**config.mk**
```make
export PLATFORM = sky130hd
export DESIGN_NAME = muldiv_unit
export DESIGN_NICKNAME = d
export VERILOG_FILES = /design/src/rtl/muldiv_unit.sv
export SDC_FILE = /design/constraint.sdc
export NUM_CORES = 1
export LEC_CHECK = 0
export ABC_AREA = 1
export CAP_MARGIN = 20
export CORE_AREA = 3 3 249 202
export CTS_CLUSTER_SIZE = 40
export DETAILED_ROUTE_END_ITERATION = 8
export DIE_AREA = 0 0 252 205
export DONT_BUFFER_PORTS = 1
export SKIP_LAST_GASP = 1
export SYNTH_ARGS = -nofsm -noshare
export SYNTH_HDL_FRONTEND = slang
export SYNTH_SLANG_ARGS = --single-unit
```
**constraint.sdc**
```tcl
create_clock -name clk -period 7.4 [get_ports clk]
set_input_delay 1.48 -clock clk [delete_from_list [all_inputs] [get_ports clk]]
set_output_delay 1.48 -clock clk [all_outputs]
set_load 0.005 [all_outputs]
```
**src/rtl/muldiv_unit.sv**
```systemverilog
// Iterative RV32M multiply/divide unit: radix-2 shift-add multiply and restoring
// divide, one bit per cycle, with valid/ready handshakes on both sides.
`ifndef WORD
`define WORD 32
`endif

module muldiv_unit #(
   parameter int unsigned WIDTH = `WORD
) (
   input  logic             clk,
   input  logic             rst_n,
   input  logic             in_valid,
   output logic             in_ready,
   input  logic [2:0]       op,
   input  logic [WIDTH-1:0] src1,
   input  logic [WIDTH-1:0] src2,
   input  logic             flush,
   output logic             out_valid,
   input  logic             out_ready,
   output logic [WIDTH-1:0] result,
   output logic             busy
);

   localparam int unsigned CW = (WIDTH > 1) ? $clog2(WIDTH) : 1;

   typedef enum logic [1:0] {IDLE, CALC, FINISH, DONE} state_t;
   state_t state, state_nx;

   logic [2:0]         op_q;
   logic [WIDTH-1:0]   mcand;
   logic [2*WIDTH-1:0] prod;
   logic               neg_q, spec_q;
   logic [CW-1:0]      cnt;

   logic               accept, is_div, s1_signed, s2_signed, sgn1, sgn2;
   logic               div_zero, ovf, special, neg;
   logic [WIDTH-1:0]   abs1, abs2, spec_val;

   always_comb begin
      is_div    = op[2];
      s1_signed = (op == 3'd1) || (op == 3'd2) || (op == 3'd4) || (op == 3'd6);
      s2_signed = (op == 3'd1) || (op == 3'd4) || (op == 3'd6);
      sgn1      = s1_signed & src1[WIDTH-1];
      sgn2      = s2_signed & src2[WIDTH-1];
      abs1      = sgn1 ? -src1 : src1;
      abs2      = sgn2 ? -src2 : src2;
      div_zero  = is_div && (src2 == '0);
      ovf       = ((op == 3'd4) || (op == 3'd6)) &&
                  (src1 == {1'b1, {(WIDTH-1){1'b0}}}) && (src2 == '1);
      special   = div_zero || ovf;
      spec_val  = '0;
      if (div_zero)
         spec_val = op[1] ? src1 : '1;
      else if (ovf)
         spec_val = op[1] ? '0 : src1;
      // remainder follows the dividend; quotient and MULH* products use both signs
      neg       = (is_div && op[1]) ? sgn1 : (sgn1 ^ sgn2);
      accept    = in_valid && in_ready && !flush;
   end

   // Multiply keeps the multiplier in the low half and shifts right; divide keeps
   // the partial remainder in the high half and the dividend/quotient in the low half.
   logic [WIDTH-1:0]   mcand_sel;
   logic [WIDTH:0]     add_sum, shifted, sub_diff;
   logic [2*WIDTH-1:0] mul_nx, div_nx, full;
   logic [WIDTH-1:0]   div_sel, fin_val;

   always_comb begin
      mcand_sel = prod[0] ? mcand : '0;
      add_sum   = {1'b0, prod[2*WIDTH-1:WIDTH]} + {1'b0, mcand_sel};
      mul_nx    = {add_sum, prod[WIDTH-1:1]};
      shifted   = {prod[2*WIDTH-1:WIDTH], prod[WIDTH-1]};
      sub_diff  = shifted - {1'b0, mcand};
      if (sub_diff[WIDTH])
         div_nx = {shifted[WIDTH-1:0], prod[WIDTH-2:0], 1'b0};
      else
         div_nx = {sub_diff[WIDTH-1:0], prod[WIDTH-2:0], 1'b1};
      full      = neg_q ? -prod : prod;
      div_sel   = op_q[1] ? prod[2*WIDTH-1:WIDTH] : prod[WIDTH-1:0];
      if (spec_q)
         fin_val = prod[WIDTH-1:0];
      else if (op_q[2])
         fin_val = neg_q ? -div_sel : div_sel;
      else if (op_q[1:0] == 2'd0)
         fin_val = full[WIDTH-1:0];
      else
         fin_val = full[2*WIDTH-1:WIDTH];
   end

   always_ff @(posedge clk or negedge rst_n) begin
      if (!rst_n)
         state <= IDLE;
      else
         state <= state_nx;
   end

   always_comb begin
      state_nx = state;
      if (flush) begin
         state_nx = IDLE;
      end else begin
         case (state)
            IDLE:    if (in_valid) state_nx = special ? FINISH : CALC;
            CALC:    if (cnt == '0) state_nx = FINISH;
            FINISH:  state_nx = DONE;
            DONE:    if (out_ready) state_nx = IDLE;
            default: state_nx = IDLE;
         endcase
      end
   end

   always_comb begin
      in_ready  = (state == IDLE);
      busy      = (state != IDLE);
      out_valid = (state == DONE);
   end

   always_ff @(posedge clk or negedge rst_n) begin
      if (!rst_n) begin
         op_q   <= '0;
         mcand  <= '0;
         prod   <= '0;
         neg_q  <= 1'b0;
         spec_q <= 1'b0;
         cnt    <= '0;
         result <= '0;
      end else begin
         case (state)
            IDLE: if (accept) begin
               op_q   <= op;
               neg_q  <= neg;
               spec_q <= special;
               cnt    <= CW'(WIDTH - 1);
               if (special) begin
                  prod  <= {{WIDTH{1'b0}}, spec_val};
                  mcand <= '0;
               end else if (is_div) begin
                  prod  <= {{WIDTH{1'b0}}, abs1};
                  mcand <= abs2;
               end else begin
                  prod  <= {{WIDTH{1'b0}}, abs2};
                  mcand <= abs1;
               end
            end
            CALC: begin
               prod <= op_q[2] ? div_nx : mul_nx;
               cnt  <= cnt - CW'(1);
            end
            FINISH: if (!flush) result <= fin_val;
            default: ;
         endcase
      end
   end

endmodule

```
# [Word level (Yosys, flattened, before mapping)]
# Index checks and enable logic that the tools add are counted.
[totals] ff_bits=140 inputBits=72 out_inout_bits=35 wordCells=86
[op_classes] addsub=7 n_eq_ne=13 muxes=30 bitwise=4 reduce_logical=24
[ops] cell="32-bit two-way mux" count=16
[ops] cell="64-bit two-way mux" count=4
[ops] cell="64-bit one-hot mux with 2 select lines" count=1
[ops] cell="32-bit negator" count=3
[ops] cell="32-bit equality test, second input constant" count=2
[ops] cell="64-bit negator" count=1
[ops] cell="32-bit by 32-bit adder with 33-bit output" count=1
[ops] cell="33-bit by 32-bit subtractor with 33-bit output" count=1
[ops] cell="32-bit zero test" count=1
[ops] cell="2-bit two-way mux" count=5
[ops] cell="5-bit one-hot mux with 2 select lines" count=1
[ops] cell="2-bit one-hot mux with 4 select lines" count=1
[ops] cell="1-bit logical OR" count=7
[ops] cell="3-bit equality test, second input constant" count=2
[ops] cell="1-bit logical AND" count=6
[ops] cell="3-bit by 2-bit != test with 1-bit output, second input constant" count=2
[ops] cell="2-bit AND reduction" count=3
[ops] cell="5-bit zero test" count=1
[ops] cell="5-bit two-way mux" count=1
[ops] cell="5-bit by 1-bit subtractor with 5-bit output, second input constant" count=1
[ops] cell="2-bit equality test, second input constant" count=2
[ops] cell="2-bit zero test" count=2
[ops] cell="2-bit nonzero test" count=2
[ops] cell="3-bit by 1-bit equality test with 1-bit output, second input constant" count=1
[ops] cell="10 further kinds" count=11

# [Longest topological paths before layout]
# Gate-level depths: netlist of run 1.
[depth] word_depth=10 ltp_mapped=22 ltp_nobuf=20

# [Least setup slack after synthesis of run 1]
# OpenSTA, ideal clock, no wires.
[synth_timing] path_kind="input-to-reg" start="in src1[1]" end="reg prod[1]" setup_time_ps=118 arrival_ps=2876 required_ps=7282 path_slack_ps=4407 path_stages=12 n_path_buf=1 path_cell_list="inv_1 -> ha_1 -> nand3_1 -> nor2_2 -> nand4_1 -> nor2_1 -> nor2_2 -> buf_2 -> nand2_1 -> nand3_1 -> a21oi_1 -> nor2_1"
[synth_via] elab_chain_cells=8 elab_cells_between_ends=14 cone_classes="1 x add/sub; 1 x eq/ne; 9 x mux; 3 x reduce/logical"
[synth_rtl] element="from (decl)" line="15" rtl="input logic [WIDTH-1:0] src1,"
[synth_rtl] element="parallel branches: the longest is 5 deep, another holds 32-bit negator"
[synth_rtl] element="32-bit two-way mux *" line="134" rtl="if (special) begin"
[synth_rtl] element="64-bit two-way mux *" line="129" rtl="IDLE: if (accept) begin"
[synth_rtl] element="64-bit one-hot mux with 2 select lines *" line="128" rtl="case (state)"
[synth_rtl] element="to (signal assigned)" line="135" rtl="prod <= {{WIDTH{1'b0}}, spec_val};"
[synth_rtl] element="to (signal assigned)" line="138" rtl="prod <= {{WIDTH{1'b0}}, abs1};"
[synth_rtl] element="to (signal assigned)" line="141" rtl="prod <= {{WIDTH{1'b0}}, abs2};"
[synth_rtl] element="to (decl)" line="31" rtl="logic [2*WIDTH-1:0] prod;"
# Mark *: on every way between the ends. The select of a mux whose other input is x is not followed.
# A chain may end at the register's enable or synchronous reset.

# [Final worst setup path of run 1]
[layout_timing] start="reg op_q[1]" end="reg result[25]"
[layout_via] elab_chain_cells=5 elab_cells_between_ends=7 cone_classes="1 x add/sub; 5 x mux; 1 x reduce/logical"
[layout_rtl] element="from (decl)" line="29" rtl="logic [2:0] op_q;"
[layout_rtl] element="from (signal assigned)" line="130" rtl="op_q <= op;"
[layout_rtl] element="32-bit two-way mux" line="79" rtl="div_sel = op_q[1] ? prod[2*WIDTH-1:WIDTH] : prod[WIDTH-1:0];"
[layout_rtl] element="32-bit negator" line="83" rtl="fin_val = neg_q ? -div_sel : div_sel;"
[layout_rtl] element="32-bit two-way mux" line="83"
[layout_rtl] element="32-bit two-way mux *" line="82" rtl="else if (op_q[2])"
[layout_rtl] element="32-bit two-way mux *" line="80" rtl="if (spec_q)"
[layout_rtl] element="to (signal assigned)" line="149" rtl="FINISH: if (!flush) result <= fin_val;"
[layout_rtl] element="to (decl)" line="20" rtl="output logic [WIDTH-1:0] result,"
# Every way passes the cells marked *; elsewhere a longest branch is shown, timed or not.

==> results.yml, run 1 <==
run_status:
  outcome: "finished clean"
timing:
  period_needed_ns: 3.78
  rsz0062_at_grt: "false"
  final-hold-violation-count: 0
  relSlewSlack_pct: 30.1
  whs_ns: 0.508
  setup_viol_count_final: 0
  max_freq_ghz: 0.265
  final.setup.tns_ns: 0
  drv_slew: 0
  skew_ns: 0.0148
  layout_setup_ws_ns: 3.62
  timing.final.crit_share_pct: 51.0
  tightest_slew_ns: 1.05
routing:
  drt-wirelength-per-cell_um: 21.1
  drcViolationCount: 0
  first_iter_violations: 3122
  highest_layer: "met4"
  viasPerCell: 5.74
  wirelength_um: 86800
  vias: 23600
  ant_nets: 0
  wl_met1_um: 38800
  dr_wl_met2_um: 33800
  first_pass_iters: 6
  wl_met3_um: 11800
yosys:
  synth_edf_count: 0
  syn_inst: 3562
  synth-seq-area-share_pct: 18.3
  synthFlopType: "dfrtp_1"
  syn_nets: 3711
  async_reset_ff_share_pct: 100
  ys_seq_elements: 140
  syn_area_um2: 19200
  synthDistinctLibCells: 44
  yosys_warnings: 0
  avgSynthCellArea_um2: 5.38
layout:
  syn_to_final_growth_pct: 4.65
  instances_no_fill: 4105
  layout_common_cells: "nand2_1, nand3_1, nor2_1"
  insertedDiodeCount: 0
  layout.nets: 3612
  fillers: 5500
  final_area_um2: 20100
  utilization_pct: 41.7
  drive_gt1_share_pct: 3.57
  layout_commonest_cell: "nand2_1"
power_and_ir_drop:
  internal-power_mw: 3.65
  seqPwrFrac_pct: 19.7
  p_leak_nw: 10.2
  power.density_nw_per_um2: 498
  clock_power_share_pct: 8.7
  ir_drop_uv: 383
  power_frac_comb_pct: 71.6
  sw_frac_of_total_pct: 63.5
  power_mw: 9.99
  p_sw_mw: 6.35
global_routing:
  grt_max_degree: 141
  antenna_found_initial: 0
  grt_pass1_wl_um: 131000
  grt_pass1_vias: 21200
  grt_util_all_layers_pct: 33.1
  gr-total-overflow: 0
placement:
  numPortBuffers: 0
  placed_cell_area_um2: 19500
  gp_congestion: 1.02
  preCtsSetupSlack_ns: 3.59
  dpl.hpwl_um: 68100
  place_inst: 4073
worst_setup_path:
  critical_path.endpoint_type: "register"
  crit_type: "register to register"
  cp.required_ns: 7.76
  arrival_ns: 4.13
  crit_fanout: 39
  startpoint_type: "register"
clocking:
  tritoncts: "done"
  ctsHoldBuffers: 0
  cts_made_buffers: 17
  htree_num_levels: 4
  numClockSinks: 140
  clock-root-buffer: "clkbuf_16"
  ctsResizeCount: 0
  clock_path_buffers: 2
  clk_pin_slew_ns: 0.07
  post_cts_buffers: 0
  clkLatencyLatePin_ns: 0.47
floorplan:
  die_y_um: 205
  die-area_um2: 51700
  die_w_um: 252
  coreArea_um2: 48100
  start_util_pct: 39.9
  fp-row-count: 72
  io_pins: 107
job:
  drv_cap: 0
hold_path:
  hold_path.class: "register to register"
-- cell type report --
class	count	area [um2]	area share [%]
inverters	396	1490	7.41
clock buffers	19	433	2.16
well taps	629	787	3.92
flip-flops and latches	140	3510	17.5
multi-input cells	2891	13600	67.7
clock inverters	13	133	0.661
repair buffers	17	128	0.636
-- state kept, by name (all words and copies together), names as in the netlist --
name    cells
cnt         5
mcand      32
neg_q       1
op_q        3
prod       64
result     32
spec_q      1
state       2
-- cell families after synthesis --
family                     synth area share [%]
DFF                                        18.3
buffers and inverters                      11.0
and+or+nand+nor                            48.0
AOI/OAI and AO/OA                          15.2
adders and majority gates                  5.10
xor gates and xnor gates                   2.42
-- metal layers --
metal,track usage (%),vias to the layer above
li1,-,11300
met1,48.7,10700
met2,46.4,1374
met3,9.77,134
met4,9.24,0
met5,0,-
-- critical path, cell delays in order, from the launching register on --
cell and delay, ns:
dfrtp_2 0.95, buf_4 0.51, inv_2 0.37, nand2_1 0.14
nand2_1 0.12, nor2_1 0.17, nand2_1 0.11, inv_2 0.05
nand2_1 0.08, nor2_1 0.40, nand2_1 0.19, a21oi_1 0.16
nor2_1 0.06, nor2_1 0.14, nand2_1 0.07, nand2_1 0.06
nand2_1 0.05
-- final timing paths --
path	from	to	slack [ns]	cells after the start
max in group asynchronous	rst_n	op_q[2]$_DFFE_PN0P_	6.35	0
hold reg to reg	result[14]$_DFFE_PN0P_	result[14]$_DFFE_PN0P_	0.51	2
setup / recovery	op_q[1]$_DFFE_PN0P_	result[25]$_DFFE_PN0P_	3.62	16
hold / removal	result[14]$_DFFE_PN0P_	result[14]$_DFFE_PN0P_	0.51	2
setup reg to reg	op_q[1]$_DFFE_PN0P_	result[25]$_DFFE_PN0P_	3.62	16
min in group asynchronous	rst_n	result[14]$_DFFE_PN0P_	0.71	0
-- power by group through the flow --
stage / Clock, mW / Sequential (mW) / Combinational (mW)
finish: 0.874 / 1.97 / 7.15
CTS: 0.888 / 1.91 / 6.88
detailed placement: 0 / 1.92 / 6.84
global route: 0.909 / 1.97 / 7.92
global placement: 0 / 1.93 / 6.88
floorplan: 0 / 1.41 / 5.10
-- synthesized netlist by cell type, types with 13 or more instances --
cell type  number  share of area, %
nand3_1       414                11
xor2_1         38               1.7
nor3_1         27              0.70
inv_1         382               7.5
nand4_1        61               2.0
dfrtp_1       140                18
a21oi_1       226               5.9
o21ai_1        21              0.55
o21ai_0       247               6.4
or2_2          13              0.42
buf_2          24              0.63
clkbuf_1       74               1.4
nor2_1        396               7.8
nand3b_1       17              0.67
buf_1          20              0.39
nand2_1      1242                24
xnor2_1        15              0.69
ha_1           75               4.9
Note: power is estimated with default switching activity, not from simulation.
==> run 2: changes to the inputs <==
Settings changed: ABC_AREA 1 to 0, CORE_AREA 3 3 249 202 to 3 3 230 187, DIE_AREA 0 0 252 205 to 0 0 233 190.
Clock period 7.4 ns to 3.75 ns, I/O delays scaled along.
==> results.yml, run 2 <==
routing:
  drt-wirelength-per-cell_um: 24.5
  wirelength_um: 67500
  first_iter_violations: 2319
  first_pass_iters: 8
  vias: 17500
  drcViolationCount: 0
  viasPerCell: 6.35
  ant_nets: 0
yosys:
  synth_top_cell_area_share_pct: 21.6
  synthTopCellsByCount: "nor2_1, a21oi_1, nand2_1"
  synth-seq-area-share_pct: 21.6
  yosysTopAreaCell: "dfrtp_1"
  synthDistinctLibCells: 87
  synthFlopType: "dfrtp_1"
  synth.area.top_cells: "dfrtp_1, a21oi_1, o21ai_0"
  yosys_warnings: 0
  avgSynthCellArea_um2: 7.30
  synth_edf_count: 0
  async_reset_ff_share_pct: 100
  syn_inst: 2220
  synth.most_common_cell: "nor2_1"
  ys_seq_elements: 140
  syn_area_um2: 16200
  syn_nets: 2369
layout:
  layout_common_cells: "nor2_1, a21oi_1, nand2_1"
  largest_reg_flops: 64
  top_regs: "prod x64, mcand x32, result x32"
  syn_to_final_growth_pct: 10.5
  final_area_um2: 17900
  layout_commonest_cell: "nor2_1"
  instances_no_fill: 2754
  layout.nets: 2346
  fillers: 4154
  drive_gt1_share_pct: 10.4
  regMostFlops: "prod"
  utilization_pct: 44.0
  insertedDiodeCount: 0
clocking:
  post_cts_buffers: 0
  clkLatencyLatePin_ns: 0.46
  cts_made_buffers: 17
  clock-root-buffer: "clkbuf_16"
  tritoncts: "done"
  numClockSinks: 140
  clock_path_buffers: 2
  htree_num_levels: 4
  clk_pin_slew_ns: 0.07
timing:
  skew_ns: 0.0190
  rsz0062_at_grt: "false"
  final-hold-violation-count: 0
  final.setup.tns_ns: 0
  relSlewSlack_pct: 41.5
  timing.final.crit_share_pct: 96.0
  period_needed_ns: 3.60
  max_freq_ghz: 0.278
  drv_slew: 0
  setup_viol_count_final: 0
  tightest_slew_ns: 0.878
worst_setup_path:
  crit_type: "register to register"
  cp.required_ns: 4.06
  r2r-end: "prod[48]$_DFFE_PN0P_"
  r2r_setup_slack_ns: 0.15
  critical_path.endpoint_type: "register"
  crit_fanout: 19
  arrival_ns: 3.92
  r2r_start: "prod[31]$_DFFE_PN0P_"
  worstRegToRegCells: 16
  startpoint_type: "register"
floorplan:
  die_y_um: 190
  fp-row-count: 66
  coreArea_um2: 40700
  start_util_pct: 39.8
  die_w_um: 233
  io_pins: 107
  die-area_um2: 44300
global_routing:
  gr-total-overflow: 0
  grt_max_degree: 141
  antenna_found_initial: 1
  grt_util_all_layers_pct: 30.1
  grt_pass1_vias: 16100
  grt_pass1_wl_um: 102000
hold_path:
  hold_path.class: "input pin to asynchronous set/reset pin"
power_and_ir_drop:
  ir_drop_uv: 469
  power_mw: 16.2
  p_leak_nw: 7.60
  power.density_nw_per_um2: 903
placement:
  gp_congestion: 1.02
  place_inst: 2719
  placed_cell_area_um2: 17300
  dpl.hpwl_um: 52200
  numPortBuffers: 0
run_status:
  outcome: "finished clean"
job:
  drv_cap: 0
run 2: cell count changes after synthesis, sizes merged, moves of 69 or more:
cell / previous run / this run
clkbuf: 76 / 149
inv: 392 / 72
mux2i: 0 / 76
nand2: 1254 / 215
nand3: 416 / 65
nor2: 410 / 221
o21ai: 280 / 211
xnor2: 15 / 101
run 2: repair_timing:
item | CTS | global route
gates resized for setup | 0 | 9
endpoints found under the setup margin | 0 | 8
endpoints found under the hold margin | 136 | 109
run 2: cell families (layout without fill, tap and decap cells):
family	after synthesis	count (layout)	synth area share, %
multiplexers	92	92	5.80
AO/OA/AOI/OAI	727	727	27.9
flip-flops	140	140	21.6
XOR/XNOR	190	190	10.3
adder cells (fa/ha/maj)	77	77	6.04
buffers and inverters	249	239	6.11
AND/OR/NAND/NOR	745	745	22.2
run 2: cell type report:
| class | instances | area, um2 | area share (%) |
|---|---|---|---|
| clock buffer | 18 | 439 | 2.45 |
| clock inverter | 14 | 120 | 0.670 |
| inverter | 74 | 278 | 1.55 |
| multi-input combinational | 1831 | 11800 | 65.8 |
| sequential | 140 | 3510 | 19.6 |
| tap | 544 | 681 | 3.80 |
| timing repair buffer | 133 | 1100 | 6.13 |
run 2: stage by stage:
step / setup slack, ns / hold WS (ns)
2_1_floorplan: 0.107 / 0.449
3_3_place_gp: 0.0917 / 0.458
3_5_place_dp: 0.0438 / 0.459
4_1_cts: 0.188 / -0.0335
5_1_grt: 0.0103 / 0.136
6_report: 0.148 / 0.139
run 2: power by group:
group / switching, mW / internal, mW / leakage (nW) / total (mW)
combinational: 7.07 / 4.39 / 5.60 / 11.5
sequential: 0.872 / 2.14 / 1.72 / 3.02
clock: 0.828 / 0.887 / 0.269 / 1.72
total: 8.77 / 7.42 / 7.60 / 16.2
run 2: how the worst max path moves through the flow:
| stage | from | to | slack, ns | depth (start not counted) |
|---|---|---|---|---|
| after CTS | prod[0]$_DFFE_PN0P_ | result[30]$_DFFE_PN0P_ | 0.19 | 11 |
| after floorplan | op_q[1]$_DFFE_PN0P_ | result[30]$_DFFE_PN0P_ | 0.11 | 15 |
| after detailed placement | src2[17] | prod[23]$_DFFE_PN0P_ | 0.04 | 10 |
| final | prod[31]$_DFFE_PN0P_ | prod[48]$_DFFE_PN0P_ | 0.15 | 16 |
| after global routing | prod[31]$_DFFE_PN0P_ | prod[48]$_DFFE_PN0P_ | 0.01 | 16 |
| after global placement | src2[17] | prod[20]$_DFFE_PN0P_ | 0.09 | 10 |
run 2: worst max-delay path, cell delays in order (launching register included):
cell      delay (ns)
dfrtp_1         0.37
inv_1           0.17
ha_1            0.22
fa_1            0.20
nand2b_1        0.19
a21oi_2         0.10
buf_4           0.16
o21ba_2         0.24
o21a_1          0.23
buf_4           0.15
o211ai_1        0.28
o211a_1         0.31
buf_12          0.18
buf_4           0.26
nor2_1          0.10
a21oi_1         0.16
o221ai_1        0.15
run 2: metal layers:
layer,wire length [um],GRT usage [%],vias up
li1,-,-,8012
met1,30900,44.9,8400
met2,27700,42.3,972
met3,7370,7.71,100
met4,1620,8.00,0
met5,0,0,-
